==> config.mk <==
export PLATFORM = sky130hd
export DESIGN_NAME = video_timing_detector
export DESIGN_NICKNAME = d
export VERILOG_FILES = /design/src/rtl/video_timing_detector.sv
export SDC_FILE = /design/constraint.sdc
export NUM_CORES = 1
export LEC_CHECK = 0
export BUFFER_PORTS_ARGS = -buffer_cell sky130_fd_sc_hd__buf_2
export CAP_MARGIN = 20
export CORE_UTILIZATION = 65
export CTS_CLUSTER_DIAMETER = 120
export DETAILED_ROUTE_END_ITERATION = 12
export PLACE_DENSITY = 0.89
export SYNTH_ARGS = -nofsm -noshare
export SYNTH_HDL_FRONTEND = slang
export SYNTH_SLANG_ARGS = --single-unit
==> constraint.sdc <==
create_clock -name clk -period 6.7 [get_ports clk]
set_clock_uncertainty 0.05 [all_clocks]
set_input_delay 1.34 -clock clk [delete_from_list [all_inputs] [get_ports clk]]
set_output_delay 1.34 -clock clk [all_outputs]
set_load 0.01 [all_outputs]
==> src/rtl/video_timing_detector.sv <==
// Receive-side video timing measurement: recovers line/frame totals, active sizes and
// sync polarities from HS/VS/DE, and flags lock once several frames agree.
module video_timing_detector #(
  parameter int H_W           = 12,
  parameter int V_W           = 12,
  parameter int STABLE_FRAMES = 3
) (
  input  logic           clk,
  input  logic           reset_n,
  input  logic           vid_hs,
  input  logic           vid_vs,
  input  logic           vid_de,
  output logic [H_W-1:0] h_total,
  output logic [H_W-1:0] h_active,
  output logic [V_W-1:0] v_total,
  output logic [V_W-1:0] v_active,
  output logic           hs_pol,
  output logic           vs_pol,
  output logic           locked,
  output logic           frame_done,
  output logic           overflow
);

  localparam int             SW         = $clog2(STABLE_FRAMES + 1);
  localparam logic [SW-1:0]  STABLE_MAX = SW'(STABLE_FRAMES);
  localparam logic [H_W-1:0] H_MAX      = '1;
  localparam logic [V_W-1:0] V_MAX      = '1;

  typedef enum logic [1:0] {
    SEARCH  = 2'd0,
    MEASURE = 2'd1,
    COMPARE = 2'd2
  } state_t;

  state_t state, state_next;

  logic s1_hs, s1_vs, s1_de;
  logic s2_hs, s2_vs, s2_de;

  always_ff @(posedge clk or negedge reset_n) begin
    if (!reset_n) begin
      s1_hs <= 1'b0;
      s1_vs <= 1'b0;
      s1_de <= 1'b0;
      s2_hs <= 1'b0;
      s2_vs <= 1'b0;
      s2_de <= 1'b0;
    end else begin
      s1_hs <= vid_hs;
      s1_vs <= vid_vs;
      s1_de <= vid_de;
      s2_hs <= s1_hs;
      s2_vs <= s1_vs;
      s2_de <= s1_de;
    end
  end

  // Leading edges are judged against the stored polarity: entry into the sync level.
  logic hs_lead, vs_lead, de_rise, pol_change;
  assign hs_lead    = (s1_hs == hs_pol) && (s2_hs != hs_pol);
  assign vs_lead    = (s1_vs == vs_pol) && (s2_vs != vs_pol);
  assign de_rise    = s1_de && !s2_de;
  assign pol_change = de_rise && ((~s1_hs != hs_pol) || (~s1_vs != vs_pol));

  logic [H_W-1:0] hcnt, decnt, line_total, line_active;
  logic [V_W-1:0] vcnt, vact;
  logic           ovf_acc;
  logic           sat_now, close_active;

  assign sat_now      = (hcnt == H_MAX) || (decnt == H_MAX) || (vcnt == V_MAX) || (vact == V_MAX);
  assign close_active = hs_lead && (decnt != '0);

  // Line-level counters run continuously; frame-level ones restart at each VS leading edge.
  always_ff @(posedge clk or negedge reset_n) begin
    if (!reset_n) begin
      hcnt        <= '0;
      decnt       <= '0;
      line_total  <= '0;
      line_active <= '0;
      vcnt        <= '0;
      vact        <= '0;
      ovf_acc     <= 1'b0;
    end else begin
      if (hs_lead) begin
        hcnt       <= H_W'(1);
        line_total <= hcnt;
      end else if (hcnt != H_MAX) begin
        hcnt <= hcnt + H_W'(1);
      end

      if (hs_lead) begin
        decnt <= s1_de ? H_W'(1) : '0;
      end else if (s1_de && (decnt != H_MAX)) begin
        decnt <= decnt + H_W'(1);
      end

      if (close_active) begin
        line_active <= decnt;
      end

      if (vs_lead) begin
        // A coincident HS edge opens line 1 of the new frame.
        vcnt    <= hs_lead ? V_W'(1) : '0;
        vact    <= '0;
        ovf_acc <= 1'b0;
      end else begin
        if (hs_lead && (vcnt != V_MAX)) begin
          vcnt <= vcnt + V_W'(1);
        end
        if (close_active && (vact != V_MAX)) begin
          vact <= vact + V_W'(1);
        end
        if (sat_now) begin
          ovf_acc <= 1'b1;
        end
      end
    end
  end

  logic [H_W-1:0] snap_h_total, snap_h_active;
  logic [V_W-1:0] snap_v_total, snap_v_active;
  logic           snap_ovf;

  // Snapshot at the VS edge; an HS edge in the same cycle closes the last line of the old frame.
  always_ff @(posedge clk or negedge reset_n) begin
    if (!reset_n) begin
      snap_h_total  <= '0;
      snap_h_active <= '0;
      snap_v_total  <= '0;
      snap_v_active <= '0;
      snap_ovf      <= 1'b0;
    end else if (vs_lead) begin
      snap_h_total  <= hs_lead ? hcnt : line_total;
      snap_h_active <= close_active ? decnt : line_active;
      snap_v_total  <= vcnt;
      snap_v_active <= (close_active && (vact != V_MAX)) ? vact + V_W'(1) : vact;
      snap_ovf      <= ovf_acc || sat_now;
    end
  end

  always_ff @(posedge clk or negedge reset_n) begin
    if (!reset_n) begin
      state <= SEARCH;
    end else begin
      state <= state_next;
    end
  end

  logic do_report, lost_vs;

  always_comb begin
    state_next = state;
    do_report  = 1'b0;
    lost_vs    = 1'b0;
    case (state)
      SEARCH: begin
        if (vs_lead) state_next = MEASURE;
      end
      MEASURE: begin
        if (vs_lead) begin
          state_next = COMPARE;
        end else if (vcnt == V_MAX) begin
          state_next = SEARCH;
          lost_vs    = 1'b1;
        end
      end
      COMPARE: begin
        state_next = MEASURE;
        do_report  = 1'b1;
      end
      default: state_next = SEARCH;
    endcase
    if (pol_change) begin
      state_next = SEARCH;
      do_report  = 1'b0;
      lost_vs    = 1'b0;
    end
  end

  logic [SW-1:0] stable;
  logic          same_geom;

  assign same_geom = (snap_h_total == h_total) && (snap_h_active == h_active) &&
                     (snap_v_total == v_total) && (snap_v_active == v_active);
  assign locked    = (stable == STABLE_MAX);

  always_ff @(posedge clk or negedge reset_n) begin
    if (!reset_n) begin
      h_total    <= '0;
      h_active   <= '0;
      v_total    <= '0;
      v_active   <= '0;
      hs_pol     <= 1'b0;
      vs_pol     <= 1'b0;
      frame_done <= 1'b0;
      overflow   <= 1'b0;
      stable     <= '0;
    end else begin
      frame_done <= do_report;
      if (do_report) begin
        h_total  <= snap_h_total;
        h_active <= snap_h_active;
        v_total  <= snap_v_total;
        v_active <= snap_v_active;
        overflow <= snap_ovf;
        if (snap_ovf) begin
          stable <= '0;
        end else if (same_geom) begin
          stable <= (stable == STABLE_MAX) ? STABLE_MAX : stable + SW'(1);
        end else begin
          stable <= SW'(1);
        end
      end
      if (lost_vs) begin
        overflow <= 1'b1;
        stable   <= '0;
      end
      if (pol_change) begin
        hs_pol <= ~s1_hs;
        vs_pol <= ~s1_vs;
        stable <= '0;
      end
    end
  end

endmodule

# == After elaboration in Yosys (flattened, before gate mapping) ==
# Cells that the tools add are included.
# W data, S select, Z words.
# totals
ff_bits,184
input_bits,5
out_inout_bits,53
elab_cells,117
# classes
n_addsub,5
eq_ne,23
n_mux,33
bitwise,2
n_reduce_logical,26
# op_table
cell,count
$mux W12,10
$add A12 B1 Y12 const B,4
$eq A12 B12 Y1,4
$eq A12 B12 Y1 const B,4
$ne A12 B12 Y1 const B,4
$mux W2,10
$mux W1,12
$reduce_bool A12 Y1,1
$logic_and A1 B1 Y1,11
$reduce_bool A2 Y1,5
$pmux W2 S3,1
$logic_or A1 B1 Y1,5
$eq A2 B2 Y1 const B,2
$ne A1 B1 Y1,4
$ne A4 B4 Y1 const B,1
$ne A3 B3 Y1 const B,1
$reduce_bool A3 Y1,1
$add A2 B1 Y2 const B,1
$eq A1 B1 Y1,2
$eq A2 B1 Y1 const B,1
$logic_not A2 Y1,1
$not A1 Y1,2
$reduce_and A2 Y1,1
$logic_not A1 Y1,1

# == Longest topological paths before layout ==
# Gate-level depths: netlist (run 1).
# depth
word_depth,9
depth_mapped,9
depth_no_buf,6

# == Least setup slack after synthesis (run 1) ==
# OpenSTA, ideal clock, no wires.
# synth_path
path_type,register -> register
startpoint,register vact[0]
endpoint,register snap_v_active[8]
setup_time_ns,0.082
arrival_time_ns,2.084
t_required_ns,6.568
slack_ns,4.485
path_stages_with_launch,9
path_buffers,2
period_less_slack_ns,2.215
cell_sequence,dfrtp_1 -> ha_1 -> and2_2 -> and4_4 -> or3_4 -> buf_6 -> buf_6 -> or3_4 -> a31oi_1
# synth_between
elab_chain_cells,3
elab_cells_between_ends,4
classes_between,add/sub: 1; eq/ne: 1; mux: 1; reduce/logical: 1
# synth_rtl
element,line,rtl
"start, declared",66,"logic [V_W-1:0] vcnt, vact;"
"start signal, assigned",111,vact <= vact + V_W'(1);
branches (longest 2 deep; another with $add A12 B1 Y12),n/a,
$mux W12 *,n/a,
"end signal, assigned",136,snap_v_active <= (close_active && (vact != V_MAX)) ? vact + V_W'(1) : vact;
"end, declared",121,"logic [V_W-1:0] snap_v_total, snap_v_active;"
# Mark *: on every way between the ends.
# A chain may end at the register's enable or synchronous reset.

# == Worst setup path in the final report (run 1) ==
# layout_path
startpoint,register s1_vs
endpoint,register state[0]
# layout_between
elab_chain_cells,6
elab_cells_between_ends,12
classes_between,eq/ne: 4; mux: 3; bitwise: 1; reduce/logical: 4
# layout_rtl
element,line,rtl
"start, declared",37,"logic s1_hs, s1_vs, s1_de;"
"start signal, assigned",50,s1_vs <= vid_vs;
$not A1 Y1,63,assign pol_change = de_rise && ((~s1_hs != hs_pol) || (~s1_vs != vs_pol));
$ne A1 B1 Y1,63,
$logic_or A1 B1 Y1,63,
$logic_and A1 B1 Y1,63,
$ne A4 B4 Y1 (no source line) or $ne A3 B3 Y1 (tied branches),n/a,
$reduce_and A2 Y1 (no source line),n/a,
"end signal, assigned",145,state <= state_next;
"end, declared",35,"state_t state, state_next;"
# Several ways; a longest one is shown, not always the timed one.

==> impl_metrics.py, run 1 <==
metrics = {
    "run_status": {
        "outcome": "finished clean",
    },
    "sta": {
        "rsz0062_at_grt": "no",
        "slew_headroom": 0.3075,
        "fin_ws_ns": 3.989,
        "drv_slew": 0,
        "setup_violations": 0,
        "worst_slew_pin_slew_ns": 1.039,
        "whs_ns": 0.4152,
        "fin_tns_setup_ns": 0,
        "final.min_clock_period_ns": 2.711,
        "timing.fmax_ghz": 0.3689,
        "hold_violations": 0,
        "post-route-period-util": 0.4046,
    },
    "finish": {
        "drive_gt1_frac": 0.2455,
        "final_util": 0.7570,
        "multiInputGateArea_um2": 3392,
        "stdcell_count": 946,
        "n_fill_cell": 723,
        "seq_area_um2": 4604,
        "diodes": 0,
        "final_nets": 778,
        "area_growth_pct": 12.41,
    },
    "synth": {
        "synth_fp_nets": 730,
        "yosysTopAreaCell": "dfrtp_1",
        "ys_seq_area_frac": 0.5645,
        "synth.distinct_cells": 51,
        "yosys.area.top_type_share": 0.5645,
        "synthArstFlopShare": 1.000,
        "synth_area_leaders": "dfrtp_1, mux2_2, xor2_1",
        "syn_inst": 720,
        "syn_area_um2": 8157,
        "avgSynthCellArea_um2": 11.33,
        "yosysWarnings": 0,
        "synth_common_cells": "dfrtp_1, nand2_1, mux2_2, nor2_1, xor2_1",
        "synth_edf_count": 0,
        "ys_seq_elements": 184,
        "synth_ff_type": "dfrtp_1",
        "synth_most_common_cell": "dfrtp_1",
    },
    "routing": {
        "first_iter_violations": 669,
        "drtPass1Iterations": 4,
        "final_antenna_net_count": 0,
        "post_drt_wl_per_cell_um": 20.34,
        "routed_wl_um": 19240,
        "drc": 0,
        "viasPerCell": 6.274,
        "num_vias": 5935,
    },
    "setup_path": {
        "criticalPathCategory": "reg2reg",
        "reg2reg_depth": 6,
        "r2r_setup_slack_ns": 3.99,
        "startpoint_type": "register",
        "arrival_ns": 2.94,
        "critPathMaxFanout": 46,
        "critical_path_required_ns": 6.93,
        "crit_path_end_kind": "register",
        "reg2reg_from": "s1_vs$_DFF_PN0_",
        "rr_endpoint": "state[0]$_DFFE_PN0P_",
    },
    "pwr": {
        "p_leak_nw": 4.606,
        "ir_drop_mv": 0.2011,
        "p_per_area_nw_per_um2": 340.4,
    },
    "placed_design": {
        "dp_slack_ns": 3.578,
        "port_buffers": 57,
        "hpwl_um": 12280,
        "place.gp.congestion": 0.8686,
        "dp.cells": 916,
    },
    "grt": {
        "grt_pass1_wl_um": 31150,
        "grt_pass1_vias": 6065,
        "overflow": 0,
        "grtUsageTotal": 0.3196,
        "antenna_found_initial": 0,
        "grt_start_max_net_pins": 111,
    },
    "hold_path": {
        "hp-class": "reg2reg",
        "hp-start": "line_total[11]$_DFF_PN0_",
        "holdPathStages": 2,
        "hold_end": "line_total[11]$_DFF_PN0_",
    },
    "run": {
        "max_cap_viol_count": 0,
    },
    "floorplan": {
        "core_area_um2": 12110,
        "rows": 40,
        "ioPinCount": 58,
        "start_util": 0.6735,
        "die_x_um": 114.0,
        "die_area_um2": 13000,
        "die_y_um": 114.0,
    },
    "clock_network": {
        "cts_htree_levels": 4,
        "cts_tree": "built",
        "cts_resized": 0,
        "clock_path_buffers": 2,
        "clkSlewWorstSetupHoldPaths_ns": 0.06,
        "cts_buffers": 17,
        "cts.sinks": 184,
        "clk_latency_ns": 0.44,
        "postCtsSetupBuffers": 0,
        "cts_hold_buffers": 0,
        "root_buffer": "clkbuf_16",
    },
}
==> cells in the final DEF (no fill, tap or decap), drive strengths merged, types with 21 or more instances in the layout <==
cell   synthesis  layout
nand2         91      91
dfrtp        184     184
nor4          23      23
buf            9      62
nor2          56      56
mux2          79      79
xor2          55      55
a21oi         21      21
o21ai         26      26
==> metrics by stage <==
step           instance area, um^2  power, W
5_1_grt                       9169  0.003243
3_5_place_dp                  8569  0.002102
2_1_floorplan                 8157  0.001850
3_3_place_gp                  8569  0.002053
6_report                      9169  0.003121
4_1_cts                       9161  0.003121
==> kinds of logic after synthesis <==
kind of cell | count (synthesis) | synth area share
adder cells (fa/ha/maj) | 5 | 0.007670
buffers and inverters | 44 | 0.02347
AND/OR/NAND/NOR | 246 | 0.1465
XOR/XNOR | 75 | 0.08053
AO/OA/AOI/OAI | 81 | 0.06090
multiplexers | 85 | 0.1164
flip-flops | 184 | 0.5645
==> worst max-delay path: stages (launching register included) <==
cell and delay (ns):
dfrtp_1 0.45, nand2_1 0.16, o22ai_4 0.80, buf_4 0.65, nor3_1 0.14, a21oi_1 0.21, nor2_1 0.07
==> routing by layer <==
layer,part of all wire,track usage,vias to the layer above
met5,0,0,-
met4,0.056,0.1957,0
met3,0.063,0.07120,88
met2,0.49,0.5192,272
met1,0.39,0.3922,2976
li1,-,-,2599
==> area by class of cell <==
type / count / share of cell area
well taps: 168 / 0.02293
flip-flops and latches: 184 / 0.5022
repair buffers: 62 / 0.03589
multi-input cells: 492 / 0.3700
clock inverters: 9 / 0.01365
clock buffers: 20 / 0.05090
inverters: 11 / 0.004503
==> report_power, final <==
group	switching [W]	leakage, nW	internal (W)
Clock	0.000403	0.289	0.000607
Combinational	0.000375	1.85	0.000271
Sequential	0.000179	2.47	0.00129
Total	0.000958	4.61	0.00216
==> worst max path at each step <==
stage | start | endpoint | slack (ns) | cells past startpoint
after floorplan | vact[0]$_DFF_PN0_ | snap_v_active[8]$_DFFE_PN0P_ | 4.48 | 8
after global placement | reset_n | hcnt[10]$_DFFE_PN0P_ | 3.64 | 2
after detailed placement | reset_n | line_total[10]$_DFF_PN0_ | 3.58 | 2
after CTS | s1_vs$_DFF_PN0_ | overflow$_DFFE_PN0P_ | 4.03 | 6
after global routing | reset_n | hcnt[10]$_DFFE_PN0P_ | 3.75 | 2
final | s1_vs$_DFF_PN0_ | state[0]$_DFFE_PN0P_ | 3.99 | 6
Power figures use the tool's default switching activity.
==> run 2: changes to the inputs <==
Settings changed: ABC_AREA set to 1, CORE_UTILIZATION 65 to 55, PLACE_DENSITY 0.89 to 0.8.
Clock period 6.7 ns to 2.3 ns, I/O delays scaled along.
==> run 2 against run 1 <==
- via count grew 25%
- core utilization shrank 12 points
- die area grew 32%
==> impl_metrics.py, run 2 <==
metrics = {
    "synth": {
        "yosysTopAreaCell": "dfrtp_1",
        "syn_inst": 1167,
        "yosys.area.top_type_share": 0.5027,
        "synthArstFlopShare": 1.000,
        "ys_seq_elements": 184,
        "synth.distinct_cells": 43,
        "yosysWarnings": 0,
        "ys_seq_area_frac": 0.5027,
        "synth_edf_count": 0,
        "syn_area_um2": 9159,
        "synth_common_cells": "nand2_1, dfrtp_1, inv_1, nor2_1, o21ai_0",
        "synth_area_leaders": "dfrtp_1, nand2_1, inv_1",
        "avgSynthCellArea_um2": 7.848,
        "synth_most_common_cell": "nand2_1",
        "synth_fp_nets": 1177,
        "synth_ff_type": "dfrtp_1",
    },
    "sta": {
        "rsz0062_at_grt": "no",
        "timing.fmax_ghz": 0.5229,
        "slew_headroom": 0.5867,
        "final.min_clock_period_ns": 1.912,
        "hold_violations": 0,
        "fin_tns_setup_ns": 0,
        "drv_slew": 0,
        "worst_slew_pin_slew_ns": 0.6193,
        "post-route-period-util": 0.8314,
        "setup_violations": 0,
    },
    "grt": {
        "grt_pass1_vias": 6896,
        "grtUsageMet3": 0.04845,
        "antenna_found_initial": 0,
        "overflow": 0,
        "grt_start_max_net_pins": 101,
        "grt_pass1_wl_um": 32790,
        "grt_util_met1": 0.3383,
        "gr-max-usage-layer": "met2",
        "use_met2": 0.3984,
        "grtUsageTotal": 0.2490,
    },
    "finish": {
        "layout_common_cells": "nand2_1, dfrtp_1, inv_1, nor2_1, o21ai_0",
        "final_util": 0.6374,
        "area_growth_pct": 11.75,
        "layout_commonest_cell": "nand2_1",
        "drive_gt1_frac": 0.1193,
        "final_nets": 1232,
        "diodes": 0,
    },
    "floorplan": {
        "ioPinCount": 58,
        "die_x_um": 131.0,
        "die_area_um2": 17170,
        "start_util": 0.5704,
        "die_y_um": 131.0,
        "core_area_um2": 16060,
        "rows": 46,
    },
    "clock_network": {
        "cts_resized": 0,
        "cts_htree_levels": 4,
        "clkSlewWorstSetupHoldPaths_ns": 0.07,
        "cts_tree": "built",
        "clock_path_buffers": 2,
        "cts_buffers": 17,
        "clk_latency_ns": 0.43,
        "root_buffer": "clkbuf_16",
        "cts.sinks": 184,
    },
    "routing": {
        "drtPass1Iterations": 5,
        "routed_wl_um": 19450,
        "drc": 0,
        "first_iter_violations": 507,
        "final_antenna_net_count": 0,
        "num_vias": 7408,
        "post_drt_wl_per_cell_um": 13.44,
        "viasPerCell": 5.116,
    },
    "setup_path": {
        "critPathBufInv": 2,
        "startpoint_type": "register",
        "cp_cell_sequence": "o21ai_0, and2_4, inv_2, buf_12, o21ai_0, nand2_1, o21ai_0",
        "criticalPathCategory": "reg2reg",
        "crit_start": "hs_pol$_DFFE_PN0P_",
        "crit_family": "compound AO/OA/AOI/OAI gates",
        "critPathMaxFanout": 32,
        "arrival_ns": 2.21,
        "critical_path_required_ns": 2.60,
        "cp_common_cell": "o21ai_0",
        "crit_path_end_kind": "register",
        "reg2reg_from": "hs_pol$_DFFE_PN0P_",
        "slowest_delay_ns": 0.43,
        "critPathSlowestCell": "dfrtp_1",
    },
    "pwr": {
        "p_leak_nw": 5.225,
        "p_per_area_nw_per_um2": 920.5,
        "ir_drop_mv": 0.6232,
    },
    "placed_design": {
        "hpwl_um": 13460,
        "port_buffers": 57,
        "place.gp.congestion": 0.8921,
    },
    "hold_path": {
        "hp-class": "in2reg",
        "hp-start": "vid_de",
    },
    "run_status": {
        "outcome": "finished clean",
    },
    "run": {
        "max_cap_viol_count": 0,
    },
}
==> run 2: changes by cell type in the layout (fill, tap and decap cells not counted), moves of 8 or more <==
cell     previous run  this run
nor4_1             22         2
nand2_1            91       401
o21ai_2             0        13
inv_2               0        10
inv_1              11       151
o21ai_0            26        80
a31oi_1            11         3
o21ai_1             0        31
nor2_1             54        90
nand3_1            19        43
xor2_1             55        24
mux2_2             79         0
==> run 2: final timing paths <==
path                                                to  slack (ns)  cells past startpoint
setup reg to reg           snap_h_total[0]$_DFFE_PN0P_        0.39                      7
hold reg to reg                        s2_vs$_DFF_PN0_        0.42                      0
min in group asynchronous      line_total[0]$_DFF_PN0_        0.51                      2
hold / removal                         s1_de$_DFF_PN0_        0.08                      1
max in group asynchronous       v_total[4]$_DFFE_PN0P_        1.00                      3
setup / recovery           snap_h_total[0]$_DFFE_PN0P_        0.39                      7
==> run 2: final cells by class <==
class,instances,area [um^2]
Clock inverter,6,70.07
Inverter,161,604.3
Tap cell,216,270.3
Clock buffer,23,478.0
Multi-Input combinational cell,789,3749
Fill cell,1322,5823
Timing Repair Buffer,69,459.2
Sequential cell,184,4604
==> run 2: metal layers <==
layer,vias up,routed length [um]
met5,-,0
met4,0,407
met3,31,658
met2,160,9254
met1,3492,9134
li1,3725,-
==> run 2: metrics by stage <==
step | cell area [um^2] | total power (W) | hold WS (ns) | setup WS (ns) | cells
floorplan | 9159 | 0.005934 | 0.1144 | 0.6763 | 1167
global placement | 9677 | 0.006607 | 0.3785 | 0.5142 | 1418
detailed placement | 9677 | 0.006699 | 0.4040 | 0.4426 | 1418
CTS | 10230 | 0.009489 | 0.06737 | 0.4044 | 1448
global route | 10230 | 0.01005 | 0.06240 | 0.2698 | 1448
finish | 10230 | 0.009421 | 0.07822 | 0.3877 | 1448
==> run 2: where the power goes <==
part           internal, W  total (W)  leakage (nW)  switching [W]
logic             0.000871    0.00246          2.49        0.00158
clock network      0.00156    0.00274         0.257        0.00118
registers          0.00374    0.00422          2.47       0.000483
==> run 2: logic make-up after synthesis <==
group,Yosys count,share of synthesized area
AOI/OAI and AO/OA,154,0.09194
xor gates and xnor gates,42,0.04016
adders and majority gates,5,0.006831
buffers and inverters,194,0.08825
DFF,184,0.5027
and+or+nand+nor,588,0.2701
==> run 2: repair_timing <==
action / CTS / global route
buffers inserted: 0 / 0
hold endpoints to repair: 49 / 0
hold buffers: 1 / 0
==> run 3: changes to the inputs <==
Settings changed: CORE_UTILIZATION 55 to 61, PLACE_DENSITY 0.8 to 0.84.
Clock period 2.3 ns to 1.8 ns, I/O delays scaled along.
==> run 3 against run 2 <==
- final cell count down 0.14%
- final area is 2.6% higher
- maximum frequency up 8.6%
- clock power grew 29%
- sequential power rose by 28%
- via count rose by 1.9%
- worst setup slack lost 0.35 ns
- critical path depth up 3
- flip-flop and latch count is the same
- total power grew 30%
==> impl_metrics.py, run 3 (synthesis gave the netlist of run 2 again) <==
metrics = {
    "pwr": {
        "p_leak_nw": 5.397,
        "p_per_area_nw_per_um2": 1167,
        "finalPower_w": 0.01226,
        "ir_drop_mv": 0.7196,
    },
    "setup_path": {
        "critical_path_required_ns": 2.08,
        "criticalPathCategory": "reg2reg",
        "crit_path_end_kind": "register",
        "r2r_setup_slack_ns": 0.04,
        "startpoint_type": "register",
        "critPathBufInv": 0,
        "critPathSlowestCell": "dfrtp_1",
        "cp_cell_sequence": "ha_4, nand3_1, nor2_2, nand2_1, nor2_4, nand2_4, nand4_1, nand2_1, nand2_1, nor2_1",
        "slowest_delay_ns": 0.43,
        "cp_common_cell": "nand2_1",
        "critPathMaxFanout": 10,
        "arrival_ns": 2.04,
        "rr_endpoint": "hcnt[9]$_DFFE_PN0P_",
        "crit_family": "simple AND/OR/NAND/NOR gates",
        "reg2reg_from": "hcnt[0]$_DFFE_PN0P_",
        "reg2reg_depth": 10,
    },
    "floorplan": {
        "die_y_um": 124.5,
        "die_area_um2": 15510,
        "rows": 44,
        "core_area_um2": 14590,
        "ioPinCount": 58,
        "start_util": 0.6278,
        "die_x_um": 124.5,
    },
    "routing": {
        "post_drt_wl_per_cell_um": 13.76,
        "viasPerCell": 5.220,
        "routed_wl_um": 19890,
        "num_vias": 7548,
        "drc": 0,
        "first_iter_violations": 681,
        "final_antenna_net_count": 0,
        "drtPass1Iterations": 6,
    },
    "placed_design": {
        "port_buffers": 57,
        "hpwl_um": 13510,
        "dp_slack_ns": 0.07017,
        "place.gp.congestion": 0.8808,
    },
    "sta": {
        "fin_tns_setup_ns": 0,
        "slew_headroom": 0.6512,
        "post-route-period-util": 0.9781,
        "worst_slew_pin_slew_ns": 0.5192,
        "final.min_clock_period_ns": 1.761,
        "setup_violations": 0,
        "rsz0062_at_grt": "yes",
        "drv_slew": 0,
        "whs_ns": 0.3568,
        "fin_ws_ns": 0.03943,
        "hold_violations": 0,
        "timing.fmax_ghz": 0.5680,
    },
    "finish": {
        "layout_common_cells": "nand2_1, dfrtp_1, inv_1, nor2_1, o21ai_0",
        "diodes": 0,
        "final_nets": 1259,
        "n_fill_cell": 1088,
        "layout_commonest_cell": "nand2_1",
        "drive_gt1_frac": 0.1442,
        "final_util": 0.7199,
        "area_growth_pct": 14.67,
    },
    "clock_network": {
        "clkSlewWorstSetupHoldPaths_ns": 0.07,
        "cts_buffers": 17,
        "clock_path_buffers": 2,
        "clk_latency_ns": 0.44,
        "cts_tree": "built",
        "cts.sinks": 184,
        "cts_htree_levels": 4,
        "root_buffer": "clkbuf_16",
    },
    "run_status": {
        "outcome": "finished clean",
    },
    "grt": {
        "overflow": 0,
        "grt_pass1_wl_um": 34300,
        "grt_start_max_net_pins": 101,
        "antenna_found_initial": 0,
        "grtUsageTotal": 0.2760,
        "grt_pass1_vias": 7211,
    },
    "hold_path": {
        "hp-class": "in2async",
    },
    "run": {
        "max_cap_viol_count": 0,
    },
}
## run 3: cell count changes in the layout (fill, tap and decap cells not counted), sizes merged
cell,previous run,this run
buf,68,92
clkinv,2,7
clkbuf,23,19
dlygate4sd3,1,4
inv,161,163
## run 3: stage by stage
stage	std cells	area, um^2
6_report	1446	10500
4_1_cts	1439	10390
3_5_place_dp	1403	9789
5_1_grt	1446	10500
2_1_floorplan	1167	9159
3_3_place_gp	1403	9789
## run 3: where the power goes
part	total, W	switching (W)	internal, W
Combinational	0.00332	0.00208	0.00124
Clock	0.00354	0.00163	0.00192
Sequential	0.00540	0.000621	0.00477
## run 3: repair_timing
item	4_1_cts	5_1_grt
gates resized for setup	1	11
pin swaps	0	6
hold endpoints to repair	39	0
hold buffers	4	0
buffers inserted	0	7
setup endpoints to repair	1	63
gates cloned	0	0
## run 3: routing by layer
layer | track usage | part of all wire
met5 | 0 | 0
met4 | 0.1283 | 0.037
met3 | 0.04553 | 0.047
met2 | 0.4332 | 0.46
met1 | 0.3767 | 0.45
## run 3: area by class of cell
| type | count | area (um^2) | share of cell area |
|---|---|---|---|
| sequential | 184 | 4604 | 0.4384 |
| multi-input combinational | 789 | 3796 | 0.3614 |
| timing repair buffer | 96 | 706.9 | 0.06731 |
| inverter | 161 | 610.6 | 0.05814 |
| clock buffer | 19 | 432.9 | 0.04122 |
| tap | 184 | 230.2 | 0.02192 |
| clock inverter | 13 | 121.4 | 0.01156 |
## run 3: worst max-delay path by stage
| stage | start | endpoint | slack [ns] | cells after the start |
|---|---|---|---|---|
| after floorplan | vact[0]$_DFF_PN0_ | snap_v_active[10]$_DFFE_PN0P_ | 0.18 | 9 |
| after global placement | vact[0]$_DFF_PN0_ | snap_v_active[7]$_DFFE_PN0P_ | 0.11 | 9 |
| after detailed placement | vcnt[0]$_DFFE_PN0P_ | vcnt[7]$_DFFE_PN0P_ | 0.07 | 9 |
| after CTS | hcnt[1]$_DFFE_PN0P_ | hcnt[9]$_DFFE_PN0P_ | 0.008 | 10 |
| after global routing | hcnt[0]$_DFFE_PN0P_ | hcnt[9]$_DFFE_PN0P_ | -0.06 | 10 |
| final | hcnt[0]$_DFFE_PN0P_ | hcnt[9]$_DFFE_PN0P_ | 0.04 | 10 |
